[src/rtl/interrupt_controller.sv]
// interrupt_controller: edge-latched, masked, fixed-priority interrupt request source.
// Define INTC_SYNC_EN to pass each HardwareInterrupt line through a two-flop synchronizer.
module interrupt_controller #(
  parameter int NUM_IRQ = 8
) (
  input  logic               CLK,
  input  logic               RESET_N,
  input  logic [NUM_IRQ-1:0] HardwareInterrupt,
  input  logic               InterruptTrue,
  input  logic               ReturnFromInt,
  input  logic               MaskWrite,
  input  logic [NUM_IRQ-1:0] MaskData,
  output logic               InterruptIn,
  output logic [NUM_IRQ-1:0] IntCause,
  output logic [2:0]         IntID,
  output logic [NUM_IRQ-1:0] Pending,
  output logic               InService
);
  typedef enum logic [1:0] {IDLE = 2'd0, REQ = 2'd1, SERVICE = 2'd2} state_t;
  state_t state_q, state_d;
  logic [NUM_IRQ-1:0] line, prev_q, pending_q, pending_d, mask_q, cause_q, cause_d, req, win;
  logic [2:0] id_q, id_d, win_id;
`ifdef INTC_SYNC_EN
  logic [NUM_IRQ-1:0] sync1_q, sync2_q;
  always_ff @(posedge CLK or negedge RESET_N)
    if (!RESET_N) begin
      sync1_q <= '0;
      sync2_q <= '0;
    end else begin
      sync1_q <= HardwareInterrupt;
      sync2_q <= sync1_q;
    end
  assign line = sync2_q;
`else
  assign line = HardwareInterrupt;
`endif
  assign req = pending_q & mask_q;
  // Two's-complement trick isolates the lowest set bit: lowest index wins.
  assign win = req & (~req + NUM_IRQ'(1));
  always_comb begin
    win_id = '0;
    for (int i = NUM_IRQ - 1; i >= 0; i--) win_id = req[i] ? 3'(i) : win_id;
  end
  always_comb begin
    state_d   = state_q;
    cause_d   = cause_q;
    id_d      = id_q;
    pending_d = pending_q;
    case (state_q)
      IDLE:
        if (|req) begin
          state_d = REQ;
          cause_d = win;
          id_d    = win_id;
        end
      REQ:
        if (InterruptTrue) begin
          state_d   = SERVICE;
          pending_d = pending_q & ~cause_q;
        end else if (MaskWrite && !(|(MaskData & cause_q))) begin
          state_d = IDLE;
          cause_d = '0;
          id_d    = '0;
        end
      SERVICE:
        if (ReturnFromInt) begin
          state_d = IDLE;
          cause_d = '0;
          id_d    = '0;
        end
      default: state_d = IDLE;
    endcase
    // New edges are ORed in last so a set beats a same-cycle clear.
    pending_d = pending_d | (line & ~prev_q);
  end
  always_ff @(posedge CLK or negedge RESET_N)
    if (!RESET_N) begin
      state_q   <= IDLE;
      cause_q   <= '0;
      id_q      <= '0;
      pending_q <= '0;
      prev_q    <= '0;
      mask_q    <= '1;
    end else begin
      state_q   <= state_d;
      cause_q   <= cause_d;
      id_q      <= id_d;
      pending_q <= pending_d;
      prev_q    <= line;
      mask_q    <= MaskWrite ? MaskData : mask_q;
    end
  assign InterruptIn = state_q == REQ;
  assign InService   = state_q == SERVICE;
  assign IntCause    = cause_q;
  assign IntID       = id_q;
  assign Pending     = pending_q;
endmodule
[config.mk]
export PLATFORM = sky130hd
export DESIGN_NAME = interrupt_controller
export DESIGN_NICKNAME = d
export VERILOG_FILES = /design/src/rtl/interrupt_controller.sv
export SDC_FILE = /design/constraint.sdc
export NUM_CORES = 1
export LEC_CHECK = 0
export CAP_MARGIN = 20
export CORE_MARGIN = 2
export CORE_UTILIZATION = 39
export DETAILED_ROUTE_END_ITERATION = 7
export PLACE_DENSITY = 0.68
export SLEW_MARGIN = 20
export SYNTH_ARGS = -nofsm -noshare
export SYNTH_HDL_FRONTEND = slang
export SYNTH_SLANG_ARGS = --single-unit
[constraint.sdc]
create_clock -name CLK -period 1.9 [get_ports CLK]
set_clock_uncertainty 0.05 [all_clocks]
set_input_delay 0.285 -clock CLK [delete_from_list [all_inputs] [get_ports CLK]]
set_output_delay 0.285 -clock CLK [all_outputs]
set_load 0.1 [all_outputs]
==> results of run 1 <==
synth_stat cells (2+ instances only):
| master | count |
|---|---|
| inv_1 | 11 |
| nor2_1 | 9 |
| nand3_1 | 2 |
| and2_1 | 2 |
| a21oi_1 | 3 |
| a22oi_1 | 5 |
| dfrtp_1 | 29 |
| ha_1 | 4 |
| o21ai_0 | 10 |
| nor3b_1 | 2 |
| mux2_2 | 10 |
| dfstp_2 | 8 |
| nand2_1 | 27 |
| mux2_4 | 10 |
cell type report:
class / count / area, µm²
clock buffer: 7 / 96.3
clock inverter: 1 / 5.00
fill: 336 / 1530
inverter: 11 / 41.3
multi-input combinational: 97 / 744
sequential: 37 / 973
tap: 50 / 62.6
timing repair buffer: 60 / 629
worst paths after layout:
check / endpoint / slack, ns / depth (start not counted)
setup / recovery: IntCause[4]$_DFFE_PN0P_ / 0.04 / 6
min in group CLK: Pending[7]$_DFF_PN0_ / 0.36 / 1
setup reg to reg: IntCause[4]$_DFFE_PN0P_ / 0.04 / 6
hold reg to reg: Pending[7]$_DFF_PN0_ / 0.36 / 1
hold / removal: prev_q[7]$_DFF_PN0_ / 0.35 / 2
max in group asynchronous: Pending[1]$_DFF_PN0_ / 1.08 / 2
repair_timing:
item | in CTS | in global routing
hold buffers | 0 | 0
gates resized for setup | 1 | 7
endpoints found under the setup margin | 1 | 12
pin swaps | 0 | 1
cloned | 0 | 0
setup buffers | 0 | 3
stage by stage:
| stage | utilization | std cells | area (µm²) | total power [W] |
|---|---|---|---|---|
| after detailed placement | 0.584 | 252 | 2390 | 0.00299 |
| after global routing | 0.625 | 263 | 2550 | 0.00381 |
| after CTS | 0.610 | 260 | 2490 | 0.00361 |
| after floorplan | - | 148 | 1740 | 0.00240 |
| after global placement | 0.584 | 252 | 2390 | 0.00294 |
| final | 0.625 | 263 | 2550 | 0.00368 |
cell families after synthesis:
| kind of cell | synth area share |
|---|---|
| buffers and inverters | 0.0362 |
| DFF | 0.553 |
| AOI/OAI and AO/OA | 0.0962 |
| adders and majority gates | 0.0296 |
| muxes | 0.155 |
| and+or+nand+nor | 0.129 |
routing by layer:
| metal | routed length (µm) | vias to the layer above |
|---|---|---|
| met4 | 157 | 0 |
| met3 | 203 | 13 |
| met5 | 0 | - |
| met2 | 2250 | 42 |
| met1 | 1720 | 691 |
| li1 | - | 634 |
power groups by stage:
stage	Sequential (W)	Combinational (W)	Clock [W]
2_1_floorplan	0.00166	0.000736	0
3_3_place_gp	0.00107	0.00186	0
3_5_place_dp	0.00108	0.00191	0
4_1_cts	0.00107	0.00192	0.000625
5_1_grt	0.00109	0.00207	0.000649
6_report	0.00107	0.00199	0.000617
layout by cell type (no fill, tap or decap), types with 2 or more instances in the layout:
cell             synthesis  layout
nor2_1                   9       9
a22oi_1                  5       4
mux2_2                  10      10
buf_4                    0      29
and2_1                   2       2
clkbuf_8                 0       7
o21ai_0                 10       9
dfstp_2                  8       8
ha_2                     0       2
nor3b_1                  2       2
nand3_1                  2       2
inv_1                   11      11
dfrtp_4                  0       7
dfrtp_2                  0       9
dfrtp_1                 29      13
a21oi_1                  3       2
mux2_4                  10      10
clkdlybuf4s50_1          0      20
buf_12                   0      10
nand2_1                 27      27
flip-flops by register name, indices dropped and copies added (netlist names):
signal / cells
Pending: 8
mask_q: 8
state_q: 2
IntID: 3
IntCause: 8
prev_q: 8
worst register-to-register path, stage by stage (launching register included):
cell,delay (ns)
dfrtp_4,0.49
a22o_4,0.27
and3b_1,0.22
a32oi_2,0.11
o21ai_2,0.10
buf_6,0.17
mux2_2,0.34
==> metrics, run 1 <==
sum of negative setup slack 0 ns; largest area contributor in the netlist dfrtp_1; GRT busiest layer met2; FMAX 538 MHz; GR Util met1 0.224; core area 4090 µm²; routed len/inst 16.4 µm; Ports 42; Hold Fails Final Rpt 0; crit path launch Pending[3]$_DFF_PN0_; Worst Setup Start Kind flip-flop; CP peak stage delay 0.49 ns; H-Tree Depth 2; synthesis-stage register bit count 37; antenna violations before repair 0; setup violators final 0; Hold WC Path Type input pin to asynchronous set/reset pin; grt total ovfl 0; top_reg_cell synth dfrtp_1; WP data arrival 1.99 ns; Final Cycle Share 0.979; synthesis-to-layout area growth 50.9%; worst-skew pair later-pin latency 0.30 ns; total CTS buffers 5; Routed Antenna Nets 0; Sink Count 37; met2 Resource Use GR 0.307; Pwr Density 1440 nW/µm²; Clock transition at path regs 0.08 ns; drt pass-1 iters 4; Pleak 1.19 nW; Iter 0 DRT Violations 37; initial core utilization 0.414; row cnt 23; Mapped Area 1690 µm²; Crit path max-delay family flip-flops; ys async rst share 1.00; GR Util met3 0.0404; Die H 69.9 µm; Comb pwr share 0.540; Root Driver clkbuf_8; crit-path max FO 6; area share of the leading cell type in the synthesized netlist 0.429; Max IR drop VDD 0.000610 V; CTS max path bufs 2; RSZ-0062 raised after global routing true; Period minus WS final 1.86 ns; syn avg cell area 11.4 µm²; pre-CTS WS -0.230 ns; Inserted Diodes 0; top cells by area, synth dfrtp_1 43%, dfstp_2 12%, mux2_4 8.9%; CTS tree built; outcome completed; Die Wd 69.9 µm; first-pass GRT wire length 7140 µm; Worst Tran Pin Value 0.465 ns; GRT Overall Usage 0.190; Setup WS post-layout 0.0401 ns; switching power 0.00167 W; Seq/Total Area, Yosys 0.553; MaxCap Viol Count 0; via-per-instance ratio 5.25; Max Slew Vio Count 0; Detailed Route WL 4320 µm; synthesized net count 173; CP Class flip-flop to flip-flop; Yosys warnings 0; CP max stage cell dfrtp_4; Internal 0.00201 W; largest net degree at the start of global routing 38; Remaining DRCs 0; vias in the first global route 1,502; DP HPWL 3320 µm; Min Hold Slack 0.346 ns; sw frac 0.454; Synth Instances 148; I/O Buffers 41; RD Place Congestion 0.908; critical-path cell list a22o_4, and3b_1, a32oi_2, o21ai_2, buf_6, mux2_2; distinct cell type count after synthesis 30; Slew HR 0.690; register share of total power 0.292; CP required 2.03 ns; Critical R2R Launch Pending[3]$_DFF_PN0_; layout cells sized above 1 0.488; clock power share 0.168; Post-synth EDFFs 0; crit path capture type flip-flop; Final Net Count 237; Die Area 4880 µm²; DR vias 1,380; worst path bufs/invs 1
(Power assumes the default switching activity.)
==> inputs of run 2 (changes only) <==
Settings changed: ABC_CLOCK_PERIOD_IN_PS set to 1900.
==> results of run 2 <==
Same layout as run 1: the final DEF is identical, and so are final timing and power.
